==> config.mk <==
export PLATFORM = sky130hd
export DESIGN_NAME = vga_timing_gen
export DESIGN_NICKNAME = d
export VERILOG_FILES = /design/src/rtl/vga_timing_pkg.sv /design/src/rtl/vga_axis_counter.sv /design/src/rtl/vga_timing_gen.sv
export SDC_FILE = /design/constraint.sdc
export NUM_CORES = 1
export LEC_CHECK = 0
export CAP_MARGIN = 30
export CORE_UTILIZATION = 35
export CTS_CLUSTER_SIZE = 25
export DETAILED_ROUTE_END_ITERATION = 16
export DONT_BUFFER_PORTS = 1
export PLACE_DENSITY = 0.55
export SLEW_MARGIN = 10
export SYNTH_ARGS = -nofsm -noshare
export SYNTH_HDL_FRONTEND = slang
export SYNTH_HIERARCHICAL = 1
export SYNTH_SLANG_ARGS = --single-unit
export TNS_END_PERCENT = 10
==> constraint.sdc <==
create_clock -name clk -period 5.9 [get_ports clk]
set_clock_uncertainty 0.1 [all_clocks]
set_input_delay 1.475 -clock clk [delete_from_list [all_inputs] [get_ports clk]]
set_output_delay 1.475 -clock clk [all_outputs]
set_load 0.02 [all_outputs]
==> src/rtl/vga_timing_pkg.sv <==
// Shared timing types, mode constants and geometry helpers
// for the VGA timing generator.
package vga_timing_pkg;

    typedef struct packed {
        logic [15:0] display;
        logic [15:0] front;
        logic [15:0] sync;
        logic [15:0] back;
    } timing_t;

    typedef struct packed {
        timing_t h;
        timing_t v;
    } vga_mode_t;

    localparam vga_mode_t VGA_640x480_60 = '{
        h: '{16'd640, 16'd16, 16'd96, 16'd48},
        v: '{16'd480, 16'd10, 16'd2, 16'd33}
    };

    localparam vga_mode_t VGA_640x400_70 = '{
        h: '{16'd640, 16'd16, 16'd96, 16'd48},
        v: '{16'd400, 16'd12, 16'd2, 16'd35}
    };

    function automatic int unsigned total(timing_t t);
        return 32'(t.display) + 32'(t.front) + 32'(t.sync) + 32'(t.back);
    endfunction

    function automatic int unsigned sync_lo(timing_t t);
        return 32'(t.display) + 32'(t.front);
    endfunction

    function automatic int unsigned sync_hi(timing_t t);
        return 32'(t.display) + 32'(t.front) + 32'(t.sync);
    endfunction

endpackage

==> src/rtl/vga_axis_counter.sv <==
// One beam axis: position counter with wrap, plus sync and visible
// flags decoded from the position being loaded.
module vga_axis_counter #(
    parameter int   W        = 10,
    parameter logic RST_SYNC = 1'b1
) (
    input  logic         clk,
    input  logic         rst_n,
    input  logic         i_ce,
    input  logic         i_adv,
    input  logic [W-1:0] i_last,
    input  logic [W:0]   i_disp,
    input  logic [W:0]   i_sync_lo,
    input  logic [W:0]   i_sync_hi,
    input  logic         i_pol,
    output logic [W-1:0] o_pos,
    output logic         o_sync,
    output logic         o_vis
);

    logic [W-1:0] r_pos;
    logic         r_sync;
    logic         r_vis;
    logic [W-1:0] w_next;
    logic [W:0]   w_next_x;
    logic         w_in_sync;

    always_comb begin
        w_next = r_pos;
        if (i_adv) begin
            w_next = (r_pos == i_last) ? '0 : r_pos + 1'b1;
        end
    end

    assign w_next_x  = {1'b0, w_next};
    assign w_in_sync = (w_next_x >= i_sync_lo) && (w_next_x < i_sync_hi);

    always_ff @(posedge clk) begin
        if (!rst_n) begin
            r_pos  <= '0;
            r_sync <= RST_SYNC;
            r_vis  <= 1'b0;
        end else if (i_ce) begin
            r_pos  <= w_next;
            r_sync <= w_in_sync ? i_pol : ~i_pol;
            r_vis  <= (w_next_x < i_disp);
        end
    end

    assign o_pos  = r_pos;
    assign o_sync = r_sync;
    assign o_vis  = r_vis;

endmodule

==> src/rtl/vga_timing_gen.sv <==
// VGA raster timing generator with two selectable timing sets,
// switched only at frame boundaries.
module vga_timing_gen
    import vga_timing_pkg::*;
#(
    parameter timing_t H_A     = VGA_640x480_60.h,
    parameter timing_t V_A     = VGA_640x480_60.v,
    parameter timing_t H_B     = VGA_640x400_70.h,
    parameter timing_t V_B     = VGA_640x400_70.v,
    parameter logic    HPOL_A  = 1'b0,
    parameter logic    VPOL_A  = 1'b0,
    parameter logic    HPOL_B  = 1'b0,
    parameter logic    VPOL_B  = 1'b1,
    parameter int      FRAME_W = 12,
    parameter int      HW      = 10,
    parameter int      VW      = 10
) (
    input  logic               clk,
    input  logic               rst_n,
    input  logic               ce,
    input  logic               mode_sel,
    output logic [HW-1:0]      hpos,
    output logic [VW-1:0]      vpos,
    output logic               hsync,
    output logic               vsync,
    output logic               display_on,
    output logic               line_start,
    output logic               frame_start,
    output logic [FRAME_W-1:0] frame_count,
    output logic               mode_active
);

    localparam int unsigned HT_A = total(H_A);
    localparam int unsigned VT_A = total(V_A);
    localparam int unsigned HT_B = total(H_B);
    localparam int unsigned VT_B = total(V_B);

    if (HT_A > 2**HW || HT_B > 2**HW || VT_A > 2**VW || VT_B > 2**VW) begin : g_bad_width
        $error("vga_timing_gen: timing total exceeds position width");
    end

    logic               r_mode;
    logic               r_ls;
    logic               r_fs;
    logic [FRAME_W-1:0] r_fc;

    logic          w_mode_nxt;
    logic          w_h_wrap;
    logic          w_f_wrap;
    logic [HW-1:0] w_h_last;
    logic [VW-1:0] w_v_last;
    timing_t       w_hn;
    timing_t       w_vn;
    logic          w_hpol;
    logic          w_vpol;
    logic          w_h_vis;
    logic          w_v_vis;

    // Wrap uses the set in force; decodes use the set the wrap loads.
    assign w_h_last   = r_mode ? HW'(HT_B - 1) : HW'(HT_A - 1);
    assign w_v_last   = r_mode ? VW'(VT_B - 1) : VW'(VT_A - 1);
    assign w_h_wrap   = (hpos == w_h_last);
    assign w_f_wrap   = w_h_wrap && (vpos == w_v_last);
    assign w_mode_nxt = w_f_wrap ? mode_sel : r_mode;

    assign w_hn   = w_mode_nxt ? H_B : H_A;
    assign w_vn   = w_mode_nxt ? V_B : V_A;
    assign w_hpol = w_mode_nxt ? HPOL_B : HPOL_A;
    assign w_vpol = w_mode_nxt ? VPOL_B : VPOL_A;

    vga_axis_counter #(.W(HW), .RST_SYNC(~HPOL_A)) u_h (
        .clk       (clk),
        .rst_n     (rst_n),
        .i_ce      (ce),
        .i_adv     (1'b1),
        .i_last    (w_h_last),
        .i_disp    ((HW+1)'(w_hn.display)),
        .i_sync_lo ((HW+1)'(sync_lo(w_hn))),
        .i_sync_hi ((HW+1)'(sync_hi(w_hn))),
        .i_pol     (w_hpol),
        .o_pos     (hpos),
        .o_sync    (hsync),
        .o_vis     (w_h_vis)
    );

    vga_axis_counter #(.W(VW), .RST_SYNC(~VPOL_A)) u_v (
        .clk       (clk),
        .rst_n     (rst_n),
        .i_ce      (ce),
        .i_adv     (w_h_wrap),
        .i_last    (w_v_last),
        .i_disp    ((VW+1)'(w_vn.display)),
        .i_sync_lo ((VW+1)'(sync_lo(w_vn))),
        .i_sync_hi ((VW+1)'(sync_hi(w_vn))),
        .i_pol     (w_vpol),
        .o_pos     (vpos),
        .o_sync    (vsync),
        .o_vis     (w_v_vis)
    );

    always_ff @(posedge clk) begin
        if (!rst_n) begin
            r_mode <= 1'b0;
            r_ls   <= 1'b0;
            r_fs   <= 1'b0;
            r_fc   <= '0;
        end else begin
            r_ls <= ce & w_h_wrap;
            r_fs <= ce & w_f_wrap;
            if (ce) begin
                r_mode <= w_mode_nxt;
                if (w_f_wrap) begin
                    r_fc <= r_fc + 1'b1;
                end
            end
        end
    end

    assign display_on  = w_h_vis & w_v_vis;
    assign line_start  = r_ls;
    assign frame_start = r_fs;
    assign frame_count = r_fc;
    assign mode_active = r_mode;

endmodule

# After elaboration in Yosys (flattened, before gate mapping)
# Index checks and enable logic that the tools add are counted.
[op_classes]
add_sub_neg = 5
n_mul = 0
div_mod_pow = 0
n_lt_le_gt_ge = 6
n_eq_ne = 2
n_shift = 0
n_mux = 9
n_bitwise = 4
reduce_logical = 4
[ops]
columns = ["operator", "count"]
rows = [
  ["two-way mux 55 bit", 1],
  ["two-way mux 10 bit", 4],
  ["adder 10 x 1 -> 10 bit, second input constant", 2],
  ["less-than comparator 10 bit, second input constant", 2],
  ["adder 12 x 1 -> 12 bit, second input constant", 1],
  ["adder 11 bit", 1],
  ["adder 9 x 11 -> 11 bit", 1],
  ["greater-or-equal comparator 10 x 11 -> 1 bit", 1],
  ["less-than comparator 10 x 11 -> 1 bit", 1],
  ["== test 10 bit", 1],
  ["== test 10 bit, second input constant", 1],
  ["greater-or-equal comparator 10 bit, second input constant", 1],
  ["less-than comparator 10 x 9 -> 1 bit", 1],
  ["two-way mux 1 bit", 4],
  ["bitwise AND 1 bit", 3],
  ["logical AND 1 bit", 3],
  ["AND reduction 2 bit", 1],
  ["inverter 1 bit", 1],
]
[word_totals]
regBits = 39
latch_bits = 0
ram_bits = 0
mem_bits_ro = 0
in_bits = 4
out_inout_bits = 38
elab_cells = 40
n_memories = 0

# Depth between registers and ports, before layout
[depth]
ltp_word = 10
ltp_mapped = 15
ltp_nobuf = 14

# Cells and area by module
# The synthesis kept the hierarchy.
[modules_own_cells]
columns = ["mod", "n_inst", "cells_per_inst", "area_each_um2", "seq_area_each_um2"]
rows = [
  ["vga_axis_counter (u_h)", 1, 206, 1541.5, 240.2],
  ["vga_axis_counter (u_v)", 1, 197, 1521.5, 240.2],
  ["vga_timing_gen", 1, 92, 788.3, 300.3],
]

# Least setup slack after synthesis
# Ideal clock, no wire load.
[synth_path]
path_type = "register to register"
from = "reg u_h.r_pos[5] (netlist: u_h/o_pos[5])"
to = "reg u_v.r_sync (netlist: u_v/o_sync)"
setup_time_ns = 0.122
t_arrival_ns = 3.397
t_required_ns = 5.678
path_slack_ns = 2.281
stages_incl_launch_ff = 15
path_buffers = 2
period_less_slack_ns = 3.619
path_cell_list = "dfxtp_1 -> nor4b_1 -> nand4_1 -> inv_1 -> clkbuf_1 -> clkbuf_1 -> o21ai_0 -> a21oi_1 -> inv_1 -> ha_1 -> nor3_1 -> o31ai_1 -> a221oi_1 -> or4_1 -> a311o_1"
[synth_between]
elab_cells_between_ends = 13
cone_classes = "add/sub (2); order compare (2); eq/ne (1); mux (5); bitwise (1); reduce/logical (2)"
[synth_lines]
columns = ["element", "line_no", "source"]
rows = [
  ["from (decl)", "vga_axis_counter.sv:21", "logic [W-1:0] r_pos;"],
  ["from (signal assigned)", "vga_axis_counter.sv:44", "r_pos <= w_next;"],
  ["== test 10 bit (*)", "vga_timing_gen.sv:62", "assign w_h_wrap = (hpos == w_h_last);"],
  ["via w_h_wrap", "vga_timing_gen.sv:48", "logic w_h_wrap;"],
  ["two-way mux 10 bit (*)", "vga_axis_counter.sv:30", "if (i_adv) begin"],
  ["via u_v.w_next[2]", "vga_axis_counter.sv:24", "logic [W-1:0] w_next;"],
  ["greater-or-equal comparator 10 x 11 -> 1 bit / less-than comparator 10 x 11 -> 1 bit (equally long branches)", "vga_axis_counter.sv:36", "assign w_in_sync = (w_next_x >= i_sync_lo) && (w_next_x < i_sync_hi);"],
  ["logical AND 1 bit (*)", "vga_axis_counter.sv:36", ""],
  ["two-way mux 1 bit (*)", "vga_axis_counter.sv:45", "r_sync <= w_in_sync ? i_pol : ~i_pol;"],
  ["to (signal assigned)", "vga_axis_counter.sv:45", ""],
  ["to (decl)", "vga_axis_counter.sv:22", "logic r_sync;"],
]
# The timed path passes the listed nets; every way through them passes the cells marked *.
# A chain may end at the register's enable or synchronous reset.

# Worst setup path after layout
[layout_path]
from = "reg u_h.r_pos[4] (netlist: u_h/o_pos[4])"
to = "reg u_v.r_vis (netlist: u_v/o_vis)"
[layout_between]
elab_cells_between_ends = 6
cone_classes = "order compare (1); eq/ne (1); mux (3); reduce/logical (1)"
[layout_lines]
columns = ["element", "line_no", "source"]
rows = [
  ["== test 10 bit", "vga_timing_gen.sv:62", ""],
  ["via w_h_wrap", "vga_timing_gen.sv:48", ""],
  ["two-way mux 10 bit", "vga_axis_counter.sv:30", ""],
  ["via u_v.w_next[6]", "vga_axis_counter.sv:24", ""],
  ["less-than comparator 10 x 9 -> 1 bit", "vga_axis_counter.sv:46", "r_vis <= (w_next_x < i_disp);"],
  ["to (signal assigned)", "vga_axis_counter.sv:46", ""],
  ["to (decl)", "vga_axis_counter.sv:23", "logic r_vis;"],
]
# The timed path passes the listed nets, and every way through them passes these cells.

==> results.sh <==
export IMPL_globalRoute_totalOverflow=0
export IMPL_crit_path_start_kind="flop"
export IMPL_synthDominantCellAreaShare=0.203
export IMPL_tritoncts="built"
export IMPL_dominantRegCellSynth="sky130_fd_sc_hd__dfxtp_1"
export IMPL_termination_of_the_worst_setup_path="u_v/o_vis$_SDFFE_PN0P_"
export IMPL_worst_endpoint_required_ns=6.03
export IMPL_rows=37
export IMPL_ioPinCount=42
export IMPL_worst_pin_slew_ns=0.777
export IMPL_htree_num_levels=2
export IMPL_m1WireLength_mm=4.38
export IMPL_layout_cells_most_common="sky130_fd_sc_hd__conb_1"
export IMPL_top_signal_layer_used="met4"
export IMPL_clkSlewWorstSetupHoldPaths_ns=0.08
export IMPL_max_slew_margin_rel=0.467
export IMPL_die_w_um=107
export IMPL_layout_cells_non_filler=698
export IMPL_insertedDiodeCount=0
export IMPL_drt_wl_total_mm=9.22
export IMPL_cellLeakagePower_nw=2.11
export IMPL_synth_area_per_cell_sq_um=7.78
export IMPL_drt_iter0_markers=192
export IMPL_total_cts_buffers=5
export IMPL_area_grow_syn2layout_pct=12.3
export IMPL_worst_endpoint_arrival_ns=4.82
export IMPL_clock_tree_buffer_depth=2
export IMPL_dr_wl_met2_mm=4.36
export IMPL_timing_rr_end="u_v/o_vis$_SDFFE_PN0P_"
export IMPL_dr_total_vias=3423
export IMPL_post_dp_hpwl_mm=7.10
export IMPL_n_fill_cell=1069
export IMPL_path_depth=14
export IMPL_ys_ff_latch=39
export IMPL_synthTopCellsByArea="sky130_fd_sc_hd__dfxtp_1 20%, sky130_fd_sc_hd__ha_1 19%, sky130_fd_sc_hd__inv_1 6.9%, sky130_fd_sc_hd__mux2i_1 4.9%, sky130_fd_sc_hd__a21oi_1 4.8%"
export IMPL_cts_setup_buffers=0
export IMPL_place_congestion=0.802
export IMPL_detail_route_vias_per_cell=4.90
export IMPL_vias_in_the_first_global_route=3204
export IMPL_path_cells="nor4b_1, nand4_1, inv_1, nand4_1, nor2_1, xnor2_1, a21oi_1, ha_1, and3_1, a221oi_1, nor2_1, a2111oi_0, o311ai_0, o22ai_1"
export IMPL_achievable_frequency_mhz=213
export IMPL_fp_coreArea_sq_mm=0.0105
export IMPL_report_final_hold_viol_count=0
export IMPL_drt_drc_violations_left=0
export IMPL_finish_net_count=624
export IMPL_dr_wl_met3_um=382
export IMPL_powerDensity_mw_per_mm2=129
export IMPL_unrepaired_setup_endpoints_after_global_routing="no"
export IMPL_worst_setup_path_startpoint="u_h/o_pos[4]$_SDFFE_PN0P_"
export IMPL_wire_length_of_the_first_global_routing_pass_mm=15.5
export IMPL_initial_cell_density_of_the_core=0.366
export IMPL_critical_path_top_delay_family="compound AO/OA/AOI/OAI gates"
export IMPL_mappedNetlistArea_sq_mm=0.00385
export IMPL_timing_setup_tns_ns=0
export IMPL_design_die_area_sq_mm=0.0114
export IMPL_layout_core_utilization=0.412
export IMPL_yosys_warning_count=6
export IMPL_timing_critical_path_slowest_stage_cell="sky130_fd_sc_hd__dfxtp_1"
export IMPL_place_port_buffers=0
export IMPL_ff2ff_setup_slack_ns=1.22
export IMPL_finalSetupViolCount=0
export IMPL_antenna_violating_nets_post_route=0
export IMPL_worst_r2r_startpoint="u_h/o_pos[4]$_SDFFE_PN0P_"
export IMPL_slowest_delay_ns=0.65
export IMPL_finalWorstPathRequiredPeriod_ns=4.68
export IMPL_critPathKind="flop to flop"
export IMPL_first_pass_iters=4
export IMPL_tritoncts_num_sinks=39
export IMPL_final_cycle_utilization_of_the_critical_path=0.794
export IMPL_min_delay_path_class="flop to flop"
export IMPL_post_cts_gate_resize_count=0
export IMPL_ys_async_sr_fraction=0
export IMPL_drt_wirelength_per_cell_um=13.2
export IMPL_worst_slack_ns=1.22
export IMPL_syn_inst=495
export IMPL_max_cap_violations=0
export IMPL_numPlacedInstances=689
export IMPL_timing_critical_path_buf_inv=1
export IMPL_hold_buffers=0
export IMPL_slew_viol_final=0
export IMPL_grt_antenna_before_repair=0
export IMPL_worstSkewPairLatency_ns=0.30
export IMPL_design_power_total_mw=0.557
export IMPL_grt_start_max_net_pins=35
export IMPL_status="complete, no violations"
export IMPL_die_h_um=107
export IMPL_worst_r2r_cell_count=14
export IMPL_leading_area_contributor_after_synthesis="sky130_fd_sc_hd__dfxtp_1"
export IMPL_worstSetupEndpointType="flop"
export IMPL_commonest_cells_after_routing_fill_and_taps_aside="79 x sky130_fd_sc_hd__conb_1, 71 x sky130_fd_sc_hd__inv_1, 59 x sky130_fd_sc_hd__ha_1"
export IMPL_ctsRootBufferMaster="sky130_fd_sc_hd__clkbuf_8"
export IMPL_synth_sequential_area_ratio=0.203
export IMPL_synthDistinctLibCells=52
export IMPL_dp_slack_ns=1.20
export IMPL_grtUsageTotal=0.171
export IMPL_peak_supply_drop_v=0.000106
export IMPL_layout_drive_gt1_share=0.0249
export IMPL_worstPathMaxFanout=19
export IMPL_number_of_synthesized_flops_with_an_enable_pin=0
## per-stage QoR
step | cell area (sq um) | hold WS [ns]
after floorplan | 4140 | 0.343
after global placement | 4220 | 0.356
after detailed placement | 4220 | 0.361
after CTS | 4320 | 0.372
after global routing | 4330 | 0.417
final | 4330 | 0.369
## power by group
part	total (mW)	internal, mW	switching [mW]
clock	0.207	0.107	0.100
sequential	0.278	0.267	0.0105
combinational	0.0725	0.0306	0.0419
## registers in the layout (all words and copies together) (netlist names)
register	cells
u_v/o_vis	1
frame_start	1
frame_count	12
u_v/o_pos	10
u_v/o_sync	1
u_h/o_pos	10
u_h/o_sync	1
mode_active	1
u_h/o_vis	1
line_start	1
## worst reg2reg max path, stage by stage, from the launching register on
cell and delay [ns]:
sky130_fd_sc_hd__dfxtp_1 0.65, sky130_fd_sc_hd__nor4b_1 0.40, sky130_fd_sc_hd__nand4_1 0.24, sky130_fd_sc_hd__inv_1 0.45, sky130_fd_sc_hd__nand4_1 0.24, sky130_fd_sc_hd__nor2_1 0.19
sky130_fd_sc_hd__xnor2_1 0.07, sky130_fd_sc_hd__a21oi_1 0.50, sky130_fd_sc_hd__ha_1 0.36, sky130_fd_sc_hd__and3_1 0.18, sky130_fd_sc_hd__a221oi_1 0.30, sky130_fd_sc_hd__nor2_1 0.08
sky130_fd_sc_hd__a2111oi_0 0.48, sky130_fd_sc_hd__o311ai_0 0.20, sky130_fd_sc_hd__o22ai_1 0.17
## layer usage
metal	vias up	track usage
met5	-	0
met4	0	0.0421
li1	1819	-
met2	51	0.294
met3	7	0.0322
met1	1546	0.218
## cell usage after synthesis (all sizes together) (3+ instances only)
library cell,count
inv,72
mux2i,19
clkbuf,14
or4,8
a211oi,4
a31oi,3
nand3,19
nor3b,4
nor2b,6
buf,6
nor3,6
a21oi,37
and3,5
ha,59
o22ai,7
and4,5
a21o,4
a2111oi,5
nor2,40
xnor2,20
o21ai,14
nand2,19
nand2b,7
or3,4
xor2,13
o21a,3
nand4,13
o31ai,9
nor4,6
dfxtp,39
## cell families after synthesis
logic type                 after synthesis  share of synthesized area
xor gates and xnor gates                33                     0.0750
muxes                                   20                     0.0523
other                                    2                    0.00195
buffers and inverters                   92                     0.0958
and+or+nand+nor                        149                      0.212
DFF                                     39                      0.203
AOI/OAI and AO/OA                      101                      0.169
adders and majority gates               59                      0.192
## final cells by class
cell class                      count  area [sq um]  share of cell area
Inverter                           72           270              0.0625
Multi-Input combinational cell    441          2990               0.691
Tap cell                          136           170              0.0393
Sequential cell                    39           781               0.180
Timing Repair Buffer                2          15.0             0.00347
Clock buffer                        8           100              0.0231
## worst min path at each step
stage	startpoint	end	slack (ns)	depth (start not counted)
6_report	u_v/o_vis$_SDFFE_PN0P_	u_v/o_vis$_SDFFE_PN0P_	0.37	2
5_1_grt	u_v/o_vis$_SDFFE_PN0P_	u_v/o_vis$_SDFFE_PN0P_	0.42	2
4_1_cts	u_v/o_vis$_SDFFE_PN0P_	u_v/o_vis$_SDFFE_PN0P_	0.37	2
3_5_place_dp	u_v/o_vis$_SDFFE_PN0P_	u_v/o_vis$_SDFFE_PN0P_	0.36	2
3_3_place_gp	u_v/o_vis$_SDFFE_PN0P_	u_v/o_vis$_SDFFE_PN0P_	0.36	2
2_1_floorplan	u_v/o_vis$_SDFFE_PN0P_	u_v/o_vis$_SDFFE_PN0P_	0.34	2
Note: power is estimated with default switching activity, not from simulation.
